## src/rtl/ram_port_arbiter.sv

```systemverilog
// Two-requester arbiter for the shared RAM port. Serialises accesses and supports locked bursts.
// Define RAM_ARB_RR_EN for round-robin tie-breaking; otherwise requester A has fixed priority.
module ram_port_arbiter #(
    parameter int unsigned AW = 5,
    parameter int unsigned DW = 8
) (
    input  logic          clk,
    input  logic          rst,
    input  logic          a_req,
    input  logic          a_we,
    input  logic [AW-1:0] a_addr,
    input  logic [DW-1:0] a_wdata,
    input  logic          a_lock,
    output logic          a_ack,
    output logic [DW-1:0] a_rdata,
    input  logic          b_req,
    input  logic          b_we,
    input  logic [AW-1:0] b_addr,
    input  logic [DW-1:0] b_wdata,
    input  logic          b_lock,
    output logic          b_ack,
    output logic [DW-1:0] b_rdata,
    output logic [AW-1:0] ram_addr,
    output logic [DW-1:0] ram_wdata,
    output logic          ram_we,
    input  logic [DW-1:0] ram_rdata,
    output logic [1:0]    owner
);

    typedef enum logic [2:0] {
        StIdle   = 3'd0,
        StServeA = 3'd1,
        StServeB = 3'd2,
        StLockA  = 3'd3,
        StLockB  = 3'd4
    } state_e;

    state_e          state_q;
    logic            we_q;
    logic [AW-1:0]   addr_q;
    logic [DW-1:0]   wdata_q;
    logic            a_ack_q;
    logic            b_ack_q;
    logic [DW-1:0]   a_rdata_q;
    logic [DW-1:0]   b_rdata_q;

    logic            a_elig;
    logic            b_elig;
    logic            a_wins;
    logic            accept_a;
    logic            accept_b;

    // A requester whose ack is high this cycle is masked so it cannot be re-served immediately.
    assign a_elig = a_req & ~a_ack_q;
    assign b_elig = b_req & ~b_ack_q;

`ifdef RAM_ARB_RR_EN
    logic b_last_q;

    assign a_wins = a_elig & (~b_elig | b_last_q);

    always_ff @(posedge clk or negedge rst) begin
        if (!rst) begin
            b_last_q <= 1'b1;
        end else if (accept_a | accept_b) begin
            b_last_q <= accept_b;
        end
    end
`else
    assign a_wins = a_elig;
`endif

    always_comb begin
        accept_a = 1'b0;
        accept_b = 1'b0;
        unique case (state_q)
            StIdle: begin
                accept_a = a_wins;
                accept_b = ~a_wins & b_elig;
            end
            StLockA: accept_a = a_elig;
            StLockB: accept_b = b_elig;
            default: ;
        endcase
    end

    always_ff @(posedge clk or negedge rst) begin
        if (!rst) begin
            state_q   <= StIdle;
            we_q      <= 1'b0;
            addr_q    <= '0;
            wdata_q   <= '0;
            a_ack_q   <= 1'b0;
            b_ack_q   <= 1'b0;
            a_rdata_q <= '0;
            b_rdata_q <= '0;
        end else begin
            a_ack_q <= 1'b0;
            b_ack_q <= 1'b0;
            if (accept_a) begin
                state_q <= StServeA;
                we_q    <= a_we;
                addr_q  <= a_addr;
                wdata_q <= a_wdata;
            end else if (accept_b) begin
                state_q <= StServeB;
                we_q    <= b_we;
                addr_q  <= b_addr;
                wdata_q <= b_wdata;
            end else begin
                unique case (state_q)
                    StServeA: begin
                        a_ack_q <= 1'b1;
                        if (!we_q) begin
                            a_rdata_q <= ram_rdata;
                        end
                        state_q <= a_lock ? StLockA : StIdle;
                    end
                    StServeB: begin
                        b_ack_q <= 1'b1;
                        if (!we_q) begin
                            b_rdata_q <= ram_rdata;
                        end
                        state_q <= b_lock ? StLockB : StIdle;
                    end
                    StLockA: begin
                        if (!a_lock) begin
                            state_q <= StIdle;
                        end
                    end
                    StLockB: begin
                        if (!b_lock) begin
                            state_q <= StIdle;
                        end
                    end
                    default: state_q <= StIdle;
                endcase
            end
        end
    end

    // Write strobe is decoded from state so a reset during SERVE kills it immediately.
    assign ram_we    = we_q & ((state_q == StServeA) | (state_q == StServeB));
    assign ram_addr  = addr_q;
    assign ram_wdata = wdata_q;
    assign a_ack     = a_ack_q;
    assign b_ack     = b_ack_q;
    assign a_rdata   = a_rdata_q;
    assign b_rdata   = b_rdata_q;

    always_comb begin
        owner = 2'b00;
        unique case (state_q)
            StServeA, StLockA: owner = 2'b01;
            StServeB, StLockB: owner = 2'b10;
            default:           owner = 2'b00;
        endcase
    end

endmodule

```

## config.mk

```make
export PLATFORM = sky130hd
export DESIGN_NAME = ram_port_arbiter
export DESIGN_NICKNAME = d
export VERILOG_FILES = /design/src/rtl/ram_port_arbiter.sv
export SDC_FILE = /design/constraint.sdc
export NUM_CORES = 1
export LEC_CHECK = 0
export ABC_AREA = 1
export CAP_MARGIN = 0
export CORE_UTILIZATION = 43
export DETAILED_ROUTE_END_ITERATION = 6
export DONT_BUFFER_PORTS = 1
export SLEW_MARGIN = 40
export SYNTH_ARGS = -nofsm -noshare
export SYNTH_HDL_FRONTEND = slang
export SYNTH_SLANG_ARGS = --single-unit
```

## constraint.sdc

```tcl
create_clock -name clk -period 2.9 [get_ports clk]
set_input_delay 0.58 -clock clk [delete_from_list [all_inputs] [get_ports clk]]
set_output_delay 0.58 -clock clk [all_outputs]
set_load 0.01 [all_outputs]
```

==> flow_summary.json, run 1 <==
{
  "tritoncts": "done",
  "die_x_um": 67.6,
  "start_kind": "flop",
  "setup_viol": 0,
  "core_mm2": 0.00406,
  "total_power_mw": 2.25,
  "crit_top_cell": "nand2_2",
  "drt_wl_total_um": 3670,
  "grt_use_total_pct": 17.3,
  "hold_ws_ns": 0.122,
  "multiInputGateArea_um2": 746,
  "netlist_area_mm2": 0.00185,
  "synth_area_leaders": "dfrtp_1 (47%), nand3_1 (10%), nand2_1 (9.1%), o21ai_2 (7.6%), inv_1 (7.5%)",
  "hpwl_um": 2580,
  "min_path_type": "in2async",
  "syn_to_final_growth_pct": 5.41,
  "slowest_stage": "dfrtp_1",
  "netlist-cell-type-count": 20,
  "cts_buffers": 5,
  "required_ns": 2.32,
  "min_period_ns": 2.02,
  "fillers": 404,
  "layout_setup_ws_ns": 0.879,
  "first_global_vias": 1206,
  "max_slew_margin_pct": 73.0,
  "drive_gt1_share_pct": 23.4,
  "dieArea_mm2": 0.00457,
  "die_h_um": 67.6,
  "rrSetupSlack_ns": 1.14,
  "dp.cells": 255,
  "cts.path.max_buffers": 2,
  "vdd_drop_max_mv": 0.547,
  "synth_top_family_by_area": "simple AND/OR/NAND/NOR gates",
  "tightest_slew_ns": 0.403,
  "p_int_mw": 1.24,
  "criticalPathCategory": "reg2out",
  "synth-simple-area-share_pct": 32.7,
  "cts_resized": 0,
  "synth_common_cells": "nand2_1 (45), inv_1 (37), nand3_1 (37), dfrtp_1 (35), o21ai_2 (16)",
  "post_cts_buffers": 0,
  "yosys.area.top_type": "dfrtp_1",
  "layout.cells.non_filler": 264,
  "dr.pass1.iters": 4,
  "postCtsHoldBufs": 1,
  "yosysMostFrequentCell": "nand2_1",
  "synth-xor-area-share_pct": 0,
  "drt_iter0_drc": 65,
  "cts.clk_slew.worst_paths_ns": 0.07,
  "regArea_um2": 876,
  "p_per_area_mw_per_mm2": 1150,
  "diodes": 0,
  "setup.worst_path.end": "ram_we",
  "synth_top_area_share_pct": 47.3,
  "final_hold_viol_count": 0,
  "power.switching_mw": 1.01,
  "start_util_pct": 45.6,
  "crit_start": "state_q[1]$_DFFE_PN0P_",
  "synth_area_per_cell_um2": 8.65,
  "grt-ovfl-total": 0,
  "gp_congestion": 0.772,
  "wire_per_inst_um": 13.9,
  "period_share_pct": 69.7,
  "syn_nets": 256,
  "finalSetupTns_ns": 0,
  "dpl_worst_slack_ns": 1.15,
  "r2r_cells": 7,
  "max_freq_ghz": 0.495,
  "via_per_inst": 5.07,
  "outcome": "finished clean",
  "ant_nets": 0,
  "maxSlewViolCount": 0,
  "p_clk_share_pct": 17.1,
  "finClkSkew_ns": 0.00520,
  "drc": 0,
  "synth_compound_area_share_pct": 7.57,
  "placementRows": 23,
  "p_seq_share_pct": 45.1,
  "cts-root-buf": "clkbuf_8",
  "yosysSeqAreaShare_pct": 47.3,
  "fin_nets": 255,
  "r2r_end": "ram_addr[4]$_DFFE_PN0N_",
  "clock_sinks": 35,
  "grt_pass1_wl_um": 5620,
  "arrival_ns": 1.44,
  "antenna_found_initial": 0,
  "ys_warn_count": 0,
  "rsz0062_at_grt": "no",
  "slowest_delay_ns": 0.40,
  "via_count": 1338,
  "crit_fanout": 16,
  "num_io_pins": 76,
  "ys_seq_elements": 35,
  "r2r-start": "state_q[2]$_DFFE_PN0P_",
  "netlist_instances": 214,
  "clock_latency_ns": 0.28,
  "portBuffers": 0,
  "endpoint_kind": "output pin",
  "synthMuxAreaShare_pct": 0,
  "synthArstFlopShare_pct": 100,
  "power.leakage_nw": 1.05,
  "grt_max_degree": 36,
  "synthAdderAreaFrac_pct": 0,
  "synth-edff-count": 0,
  "drv_cap": 0,
  "synth_flop_cell": "dfrtp_1",
  "h-tree-depth": 2,
  "pwr-share-comb_pct": 37.8,
  "switching_share_pct": 44.9,
  "critical_path.cell_chain": "inv_1 -> nand2_2 -> nand2_2 -> nor3_1"
}
metrics by stage:
stage	instance area [um^2]	util [%]
after floorplan	1850	-
after global placement	1830	45.1
after detailed placement	1830	45.1
after CTS	1950	48.1
after global routing	1950	48.1
final	1950	48.1
power by group through the flow:
stage / sequential, mW / clock (mW) / combinational (mW)
after floorplan: 0.974 / 0 / 0.818
after global placement: 1.02 / 0 / 0.840
after detailed placement: 1.03 / 0 / 0.849
after CTS: 1.02 / 0.400 / 0.868
after global routing: 1.05 / 0.421 / 0.974
final: 1.02 / 0.386 / 0.851
layer usage:
| metal | GRT usage, % | part of all wire [%] |
|---|---|---|
| met1 | 20.8 | 45 |
| met2 | 26.5 | 47 |
| met3 | 5.57 | 6.4 |
| met4 | 10.9 | 2.1 |
| met5 | 0 | 0 |
how the worst min path moves through the flow:
| stage | endpoint | cells after the start |
|---|---|---|
| CTS | ram_wdata[4]$_DFFE_PN0N_ | 1 |
| global route | ram_wdata[4]$_DFFE_PN0N_ | 1 |
| floorplan | a_ack$_DFF_PN0_ | 0 |
| detailed placement | ram_addr[3]$_DFFE_PN0N_ | 0 |
| global placement | ram_wdata[0]$_DFFE_PN0N_ | 0 |
| finish | ram_wdata[4]$_DFFE_PN0N_ | 1 |
flip-flops by register name (all words and copies together), names as in the netlist:
register	count
a_rdata	8
b_rdata	8
ram_wdata	8
ram_addr	5
state_q	3
a_ack	1
b_ack	1
we_q	1
area by class of cell:
cell class	instances	share of cell area, %
Tap cell	50	3.21
Multi-Input combinational cell	131	38.2
Sequential cell	35	44.9
Clock buffer	8	5.13
Inverter	39	7.50
Timing Repair Buffer	1	1.03
logic make-up (layout without fill, tap and decap cells):
logic type	after synthesis	in the layout
flops	35	35
buf+inv	48	48
compound gates	16	16
simple gates	115	115
cells in the final DEF, fill, tap and decap left out:
cell type / instances
buf_12: 1
clkbuf_1: 1
clkbuf_8: 7
dfrtp_1: 35
inv_1: 37
inv_2: 2
nand2_1: 45
nand2_2: 8
nand2_4: 2
nand3_1: 37
nand3_2: 10
nand3b_1: 1
nand4_1: 1
nor2_1: 6
nor2_4: 1
nor3_1: 1
nor3_2: 2
o21ai_2: 16
or2_2: 1
critical path, delay by kind of cell, from the launching register on:
family                 cells  cell delay [ns]
DFF                        1             0.40
and+or+nand+nor            3             0.67
buffers and inverters      1             0.09
(Power assumes the default switching activity.)
==> run 2: changes to the inputs <==
==> constraint.sdc (replaced) <==
create_clock -name clk -period 1.8 [get_ports clk]
set_input_delay 0.36 -clock clk [delete_from_list [all_inputs] [get_ports clk]]
set_output_delay 0.36 -clock clk [all_outputs]
set_load 0.01 [all_outputs]
==> flow_summary.json, run 2 (synthesis gave the netlist of run 1 again) <==
{
  "diodes": 0,
  "finClkSkew_ns": 0.00477,
  "via_per_inst": 5.00,
  "antenna_found_initial": 0,
  "crit_start": "state_q[1]$_DFFE_PN0P_",
  "p_int_mw": 2.25,
  "crit_top_cell": "nand2_2",
  "final_common_cell": "nand2_1",
  "drive_gt1_share_pct": 24.7,
  "r2r_end": "ram_addr[3]$_DFFE_PN0N_",
  "cts_buffers": 5,
  "drv_cap": 0,
  "via_count": 1344,
  "final_hold_viol_count": 0,
  "syn_to_final_growth_pct": 9.33,
  "die_x_um": 67.6,
  "power.leakage_nw": 1.09,
  "cts_resized": 0,
  "drt_iter0_drc": 78,
  "num_io_pins": 76,
  "final_cell_mix": "nand2_1 (45), inv_1 (37), nand3_1 (37)",
  "die_h_um": 67.6,
  "grt-ovfl-total": 0,
  "placementRows": 23,
  "portBuffers": 0,
  "clock_sinks": 35,
  "postCtsHoldBufs": 2,
  "finalSetupTns_ns": 0,
  "arrival_ns": 1.28,
  "min_path_cells": 2,
  "tritoncts": "done",
  "setup_viol": 0,
  "gp_congestion": 0.725,
  "min_path_type": "in2reg",
  "tightest_slew_ns": 0.399,
  "r2r-start": "state_q[1]$_DFFE_PN0P_",
  "rsz0062_at_grt": "no",
  "wire_per_inst_um": 13.7,
  "hold_ws_ns": 0.192,
  "fin_nets": 260,
  "p_per_area_mw_per_mm2": 1940,
  "slowest_stage": "dfrtp_1",
  "max_freq_ghz": 0.609,
  "h-tree-depth": 2,
  "min_period_ns": 1.64,
  "min_to": "state_q[2]$_DFFE_PN0P_",
  "required_ns": 1.44,
  "outcome": "finished clean",
  "grt_pass1_wl_um": 5810,
  "grt_use_total_pct": 17.6,
  "start_kind": "flop",
  "grt_max_degree": 36,
  "slowest_delay_ns": 0.40,
  "critical_path.cell_chain": "inv_1 -> nand2_2 -> nand2_2 -> nor3_1",
  "path_delay_family": "simple AND/OR/NAND/NOR gates",
  "endpoint_kind": "output pin",
  "max_slew_margin_pct": 73.3,
  "first_global_vias": 1242,
  "r2r_cells": 8,
  "dr.pass1.iters": 4,
  "drc": 0,
  "switching_share_pct": 42.5,
  "cts-root-buf": "clkbuf_8",
  "ant_nets": 0,
  "power.switching_mw": 1.67,
  "crit_buf_inv": 1,
  "hold_start": "b_lock",
  "criticalPathCategory": "reg2out",
  "rrSetupSlack_ns": 0.38,
  "core_mm2": 0.00406,
  "period_share_pct": 91.3,
  "cts.path.max_buffers": 2,
  "pwr-share-comb_pct": 36.9,
  "dieArea_mm2": 0.00457,
  "p_clk_share_pct": 21.4,
  "drt_wl_total_um": 3680,
  "start_util_pct": 45.6,
  "hpwl_um": 2630,
  "post_cts_buffers": 0,
  "crit_fanout": 4,
  "maxSlewViolCount": 0,
  "vdd_drop_max_mv": 0.753,
  "cts.clk_slew.worst_paths_ns": 0.07,
  "p_seq_share_pct": 41.7,
  "clock_latency_ns": 0.29
}
-- run 2: changes by cell type in the layout (fill, tap and decap cells not counted), sizes merged --
| cell | change |
|---|---|
| buf | +4 |
| bufinv | +2 |
| clkbuf | -2 |
| dlygate4sd3 | +1 |
-- run 2: worst max path at each step --
stage,to,slack [ns],cells after the start
5_1_grt,ram_we,0.02,4
3_3_place_gp,b_rdata[7]$_DFFE_PN0P_,0.39,4
6_report,ram_we,0.16,4
4_1_cts,ram_we,0.14,4
2_1_floorplan,ram_we,0.36,5
3_5_place_dp,ram_wdata[4]$_DFFE_PN0N_,0.39,7
-- run 2: worst reg2reg max path, delay by kind of cell (launching register included) --
family / cells / cell delay [ns]
simple gates: 6 / 0.63
buf+inv: 2 / 0.29
flops: 1 / 0.40
-- run 2: layout make-up --
| type | instances | area, um^2 |
|---|---|---|
| Tap cell | 50 | 62.6 |
| Multi-Input combinational cell | 131 | 746 |
| Clock inverter | 2 | 60.1 |
| Clock buffer | 6 | 72.6 |
| Inverter | 39 | 146 |
| Sequential cell | 35 | 876 |
| Timing Repair Buffer | 6 | 60.1 |
| Fill cell | 403 | 2030 |
-- run 2: layer usage --
layer / wire length, um / track usage, %
met5: 0 / 0
met4: 69 / 8.78
met3: 288 / 5.91
met2: 1650 / 25.6
met1: 1670 / 23.0
-- run 2: power by group through the flow --
stage / sequential (mW) / combinational (mW) / clock, mW
CTS: 1.64 / 1.47 / 0.858
floorplan: 1.57 / 1.32 / 0
global route: 1.69 / 1.64 / 0.891
finish: 1.63 / 1.45 / 0.838
global placement: 1.65 / 1.43 / 0
detailed placement: 1.66 / 1.44 / 0
-- run 2: through the flow --
step / area [um^2] / worst slack [ns] / std cells / util (%) / power (mW)
2_1_floorplan: 1850 / 0.359 / 214 / - / 2.89
3_3_place_gp: 1860 / 0.390 / 259 / 45.9 / 3.08
3_5_place_dp: 1860 / 0.391 / 259 / 45.9 / 3.10
4_1_cts: 2020 / 0.138 / 269 / 49.9 / 3.97
5_1_grt: 2020 / 0.0232 / 269 / 49.9 / 4.23
6_report: 2020 / 0.157 / 269 / 49.9 / 3.92
==> RTL change 1, RTL diff (settings of run 2) <==
Add a define of `RAM_ARB_RR_EN`.
--- a/src/rtl/ram_port_arbiter.sv
+++ b/src/rtl/ram_port_arbiter.sv
@@ -1,4 +1,6 @@
 // Two-requester arbiter for the shared RAM port. Serialises accesses and supports locked bursts.
 // Define RAM_ARB_RR_EN for round-robin tie-breaking; otherwise requester A has fixed priority.
+`define RAM_ARB_RR_EN
+
 module ram_port_arbiter #(
     parameter int unsigned AW = 5,
Behaviour: not the same (Yosys sat finds a counterexample within 10 cycles, from zero or initial values and one cycle with rst low).
==> RTL change 1 against run 2 <==
- area after synthesis fell by 6.3%
- total power fell by 12%
- wire length fell by 1.1%
- setup slack got worse by 0.021 ns
- sequential cell count rose by 1
- design area fell by 8.5%
- fmax fell by 1.2%
- global-route usage rose by 0.96 points
==> RTL change 1: results (changes against run 2) <==
stage;metric;value;unit;change
grt;antenna_found_initial;0;;unchanged
final_layout;fillCellCount;355;;was 403
critical_path;r2r_start;b_last_q$_DFFE_PN1N_;;was state_q[1]$_DFFE_PN0P_
critical_path;arrival;1.30;ns;was 1.28 ns
power;ir_drop;0.000960;V;was 0.000753 V
clock_network;clock_path_buffers;2;;unchanged
synthesis;synth-main-ff-cell;dfrtp_1;;unchanged
final_layout;fin_nets;224;;was 260
final_layout;num_antenna_cells;0;;unchanged
clock_network;clkTransAtPathRegs;0.07;ns;about the same
route;routed_via_density;5.37;;was 5.00
clock_network;post_cts_buffers;0;;unchanged
run_status;status;completed;;unchanged
synthesis;synthArstFlopShare;1.00;;unchanged
route;route.detailed.drc;0;;unchanged
grt;track_usage;0.185;;was 0.176
route;first_pass_iters;4;;unchanged
power;power_leakage;0.916;nW;was 1.09 nW
grt;grt_pass1_vias;1245;;was 1242
route;wl_per_cell;15.8;µm;was 13.7 µm
critical_path;critPathLaunch;state_q[2]$_DFFE_PN0P_;;was state_q[1]$_DFFE_PN0P_
clock_network;cts_buffers;5;;unchanged
sta;clock-skew-final;0.00653;ns;was 0.00477 ns
route;drt_iter0_drc;55;;was 78
synthesis;synth_seq_area_share;0.520;;was 0.473
final_layout;drive_gt1_frac;0.295;;was 0.247
critical_path;crit_fanout;5;;was 4
worst_hold_path;holdCritPathClass;in2reg;;unchanged
sta;relSlewSlack;0.740;;was 0.733
clock_network;h-tree-depth;2;;unchanged
placed_design;portBuffers;0;;unchanged
placed_design;dp_hpwl;2660;µm;was 2630 µm
grt;grt_pass1_wl;5980;µm;was 5810 µm
synthesis;ys_top_cells_by_area;dfrtp_1 (51%), nand2_1 (8.0%), nand3_2 (5.8%);;was dfrtp_1 (47%), nand3_1 (10%), nand2_1 (9.1%)
synthesis;yosys_warnings;0;;unchanged
clock_network;clock-root-buffer;clkbuf_8;;unchanged
synthesis;yosysUniqueCellTypes;24;;was 20
sta;whs;0.203;ns;was 0.192 ns
worst_hold_path;min_from;a_wdata[1];;was b_lock
synthesis;synth_common_cells;nand2_1 (37), dfrtp_1 (35), inv_1 (17);;was nand2_1 (45), inv_1 (37), nand3_1 (37)
grt;grt_max_degree;37;;was 36
placed_design;gp_congestion;0.827;;was 0.725
clock_network;clk_latency;0.28;ns;
-- RTL change 1: cell types whose count changed after synthesis, sizes merged, moves of 2 or more --
cell	change
nor3	-2
nand3	-30
inv	-18
o21ai	+2
nand4	+15
nand2	-2
buf	-2
-- RTL change 1: cell type report --
cell class              instances  share of cell area
multi-input cells             115               0.369
inverters                      21              0.0426
clock buffers                   8              0.0486
well taps                      48              0.0324
flip-flops and latches         36               0.487
repair buffers                  3              0.0203
-- RTL change 1: path summary, 6_finish.rpt --
| path | cells past startpoint | end | slack (ns) |
|---|---|---|---|
| worst max-delay path | 3 | ram_we | 0.14 |
| worst min-delay path | 2 | ram_wdata[1]$_DFFE_PN0N_ | 0.20 |
| worst max register to register | 7 | ram_addr[0]$_DFFE_PN0N_ | 0.27 |
| worst min register to register | 1 | a_ack$_DFF_PN0_ | 0.48 |
| max in group asynchronous | 2 | b_last_q$_DFFE_PN1N_ | 1.02 |
| min in group asynchronous | 2 | b_ack$_DFF_PN0_ | 0.53 |
-- RTL change 1: layer usage --
layer / vias up / track usage / part of all wire / routed length (µm)
met4: 0 / 0.0571 / 0.0063 / 23
met3: 2 / 0.0747 / 0.074 / 271
met2: 45 / 0.294 / 0.49 / 1800
li1: 591 / - / - / -
met5: - / 0 / 0 / 0
met1: 603 / 0.231 / 0.43 / 1550
-- RTL change 1: kinds of logic after synthesis --
kind of cell	Yosys count	synth area share
AOI/OAI and AO/OA	20	0.0786
buffers and inverters	28	0.0880
DFF	36	0.520
and+or+nand+nor	95	0.313
-- RTL change 1: power breakdown --
part	internal, W	switching [W]	leakage (nW)
registers	0.00122	0.000457	0.444
clock network	0.000312	0.000262	0.0455
logic	0.000431	0.000785	0.427
-- RTL change 1: worst max-delay path, stage by stage (launching register included) --
cell	delay (ns)
dfrtp_1	0.44
nor3_2	0.27
inv_1	0.12
a21oi_2	0.19
-- RTL change 1: through the flow --
step | total power, W | cells | setup WS [ns] | area [µm²]
after global placement | 0.00282 | 221 | 0.320 | 1730
after detailed placement | 0.00289 | 221 | 0.304 | 1730
final | 0.00346 | 231 | 0.136 | 1850
after floorplan | 0.00270 | 179 | 0.481 | 1730
after global routing | 0.00375 | 231 | 0.00605 | 1850
after CTS | 0.00350 | 231 | 0.0502 | 1850
-- RTL change 1: timing repair --
action	CTS	global route
hold endpoints to repair	36	0
hold buffers	2	0
gates resized for setup	0	1
endpoints found under the setup margin	0	1
==> RTL change 2, RTL diff (config.mk and constraints of run 2) <==
Made on the original files. The 5 states of `state_e` get a one-hot encoding in 5 bits.
--- a/src/rtl/ram_port_arbiter.sv
+++ b/src/rtl/ram_port_arbiter.sv
@@ -28,10 +28,10 @@
 );
 
-    typedef enum logic [2:0] {
-        StIdle   = 3'd0,
-        StServeA = 3'd1,
-        StServeB = 3'd2,
-        StLockA  = 3'd3,
-        StLockB  = 3'd4
+    typedef enum logic [4:0] {
+        StIdle   = 5'b00001,
+        StServeA = 5'b00010,
+        StServeB = 5'b00100,
+        StLockA  = 5'b01000,
+        StLockB  = 5'b10000
     } state_e;
 
Check against the original RTL: no difference found for any inputs over 10 cycles, from zero or initial values and one cycle with rst low; not proved beyond that.
==> RTL change 2 against run 2 <==
- total power shrank 7.9%
- synthesized cell count grew 5.6%
- clock power shrank 11%
- design area shrank 2.2%
- wire length grew 1.3%
- setup slack lost 0.030 ns
- area after synthesis shrank 2.0%
- global-route usage grew 1.3 points
- sequential cell count grew 2
- largest cell class unchanged
==> RTL change 2: results (changes against run 2) <==
stage;metric;value;unit;change
critical_path;rrSetupSlack;0.21;ns;was 0.38 ns
final_layout;inverters;23;;was 39
critical_path;r2r_start;state_q[0]$_DFFE_PN1P_;;was state_q[1]$_DFFE_PN0P_
run_status;status;completed;;unchanged
route;drt_wl_total;3730;µm;was 3680 µm
critical_path;critPathLaunch;state_q[4]$_DFFE_PN0P_;;was state_q[1]$_DFFE_PN0P_
final_layout;buf_share;0.0303;;was 0.0297
synthesis;syn_nets;268;;was 256
sta;whs;0.194;ns;was 0.192 ns
route;met3_length;290;µm;was 288 µm
placed_design;gp_congestion;0.756;;was 0.725
route;wl_met1;1770;µm;was 1670 µm
final_layout;clock_buffers;7;;was 6
synthesis;ys_top_cells_by_area;dfrtp_1 (50%), nand2_1 (17%), nand3_1 (8.8%);;was dfrtp_1 (47%), nand3_1 (10%), nand2_1 (9.1%)
route;wl_met2;1620;µm;was 1650 µm
placed_design;dp_hpwl;2610;µm;was 2630 µm
grt;track_usage;0.188;;was 0.176
grt;grt_max_degree;38;;was 36
final_layout;n_sequential_cell;37;;was 35
critical_path;critPathMaxStageDelay;0.42;ns;was 0.40 ns
critical_path;crit_fanout;5;;was 4
final_layout;fillCellCount;402;;was 403
route;routed_via_density;5.00;;about the same
power;switching_share;0.417;;was 0.425
grt;grt_pass1_vias;1287;;was 1242
[RTL change 2: cell types whose count changed in the layout (fill, tap and decap cells not counted), sizes merged]
| cell | run 2 | this run |
|---|---|---|
| dfstp | 0 | 1 |
| clkbuf | 6 | 7 |
| inv | 39 | 23 |
| nand2 | 55 | 89 |
| bufinv | 2 | 1 |
| o21ai | 16 | 17 |
| a21oi | 0 | 1 |
| dfrtp | 35 | 36 |
| or2 | 1 | 0 |
| nor3 | 3 | 2 |
| nand3 | 47 | 34 |
| nor2 | 7 | 11 |
| o22ai | 0 | 1 |
[RTL change 2: worst max-delay path: cells and delay by family, from the launching register on]
family	cells	cell delay, ns
flip-flops	1	0.42
AND/OR/NAND/NOR	2	0.37
AO/OA/AOI/OAI	1	0.24
[RTL change 2: logic make-up after synthesis]
family	after synthesis
buffers and inverters	32
and+or+nand+nor	138
DFF	37
AOI/OAI and AO/OA	19
[RTL change 2: through the flow]
| stage | instance area [µm²] | instances | util |
|---|---|---|---|
| floorplan | 1810 | 226 | - |
| global placement | 1810 | 269 | 0.450 |
| detailed placement | 1810 | 269 | 0.450 |
| CTS | 1960 | 279 | 0.487 |
| global route | 1980 | 281 | 0.491 |
| finish | 1980 | 281 | 0.491 |
[RTL change 2: layer usage]
layer  GRT usage  vias up
met3      0.0514        5
li1            -      723
met2       0.273       46
met4      0.0798        0
met5           0        -
met1       0.261      632
[RTL change 2: how the worst max path moves through the flow]
stage / cells past startpoint / endpoint / slack [ns]
floorplan: 10 / ram_addr[0]$_DFFE_PN0N_ / 0.40
global placement: 7 / ram_wdata[0]$_DFFE_PN0N_ / 0.19
detailed placement: 7 / ram_wdata[3]$_DFFE_PN0N_ / 0.15
CTS: 3 / ram_we / 0.06
global route: 3 / ram_we / 0.03
finish: 3 / ram_we / 0.13
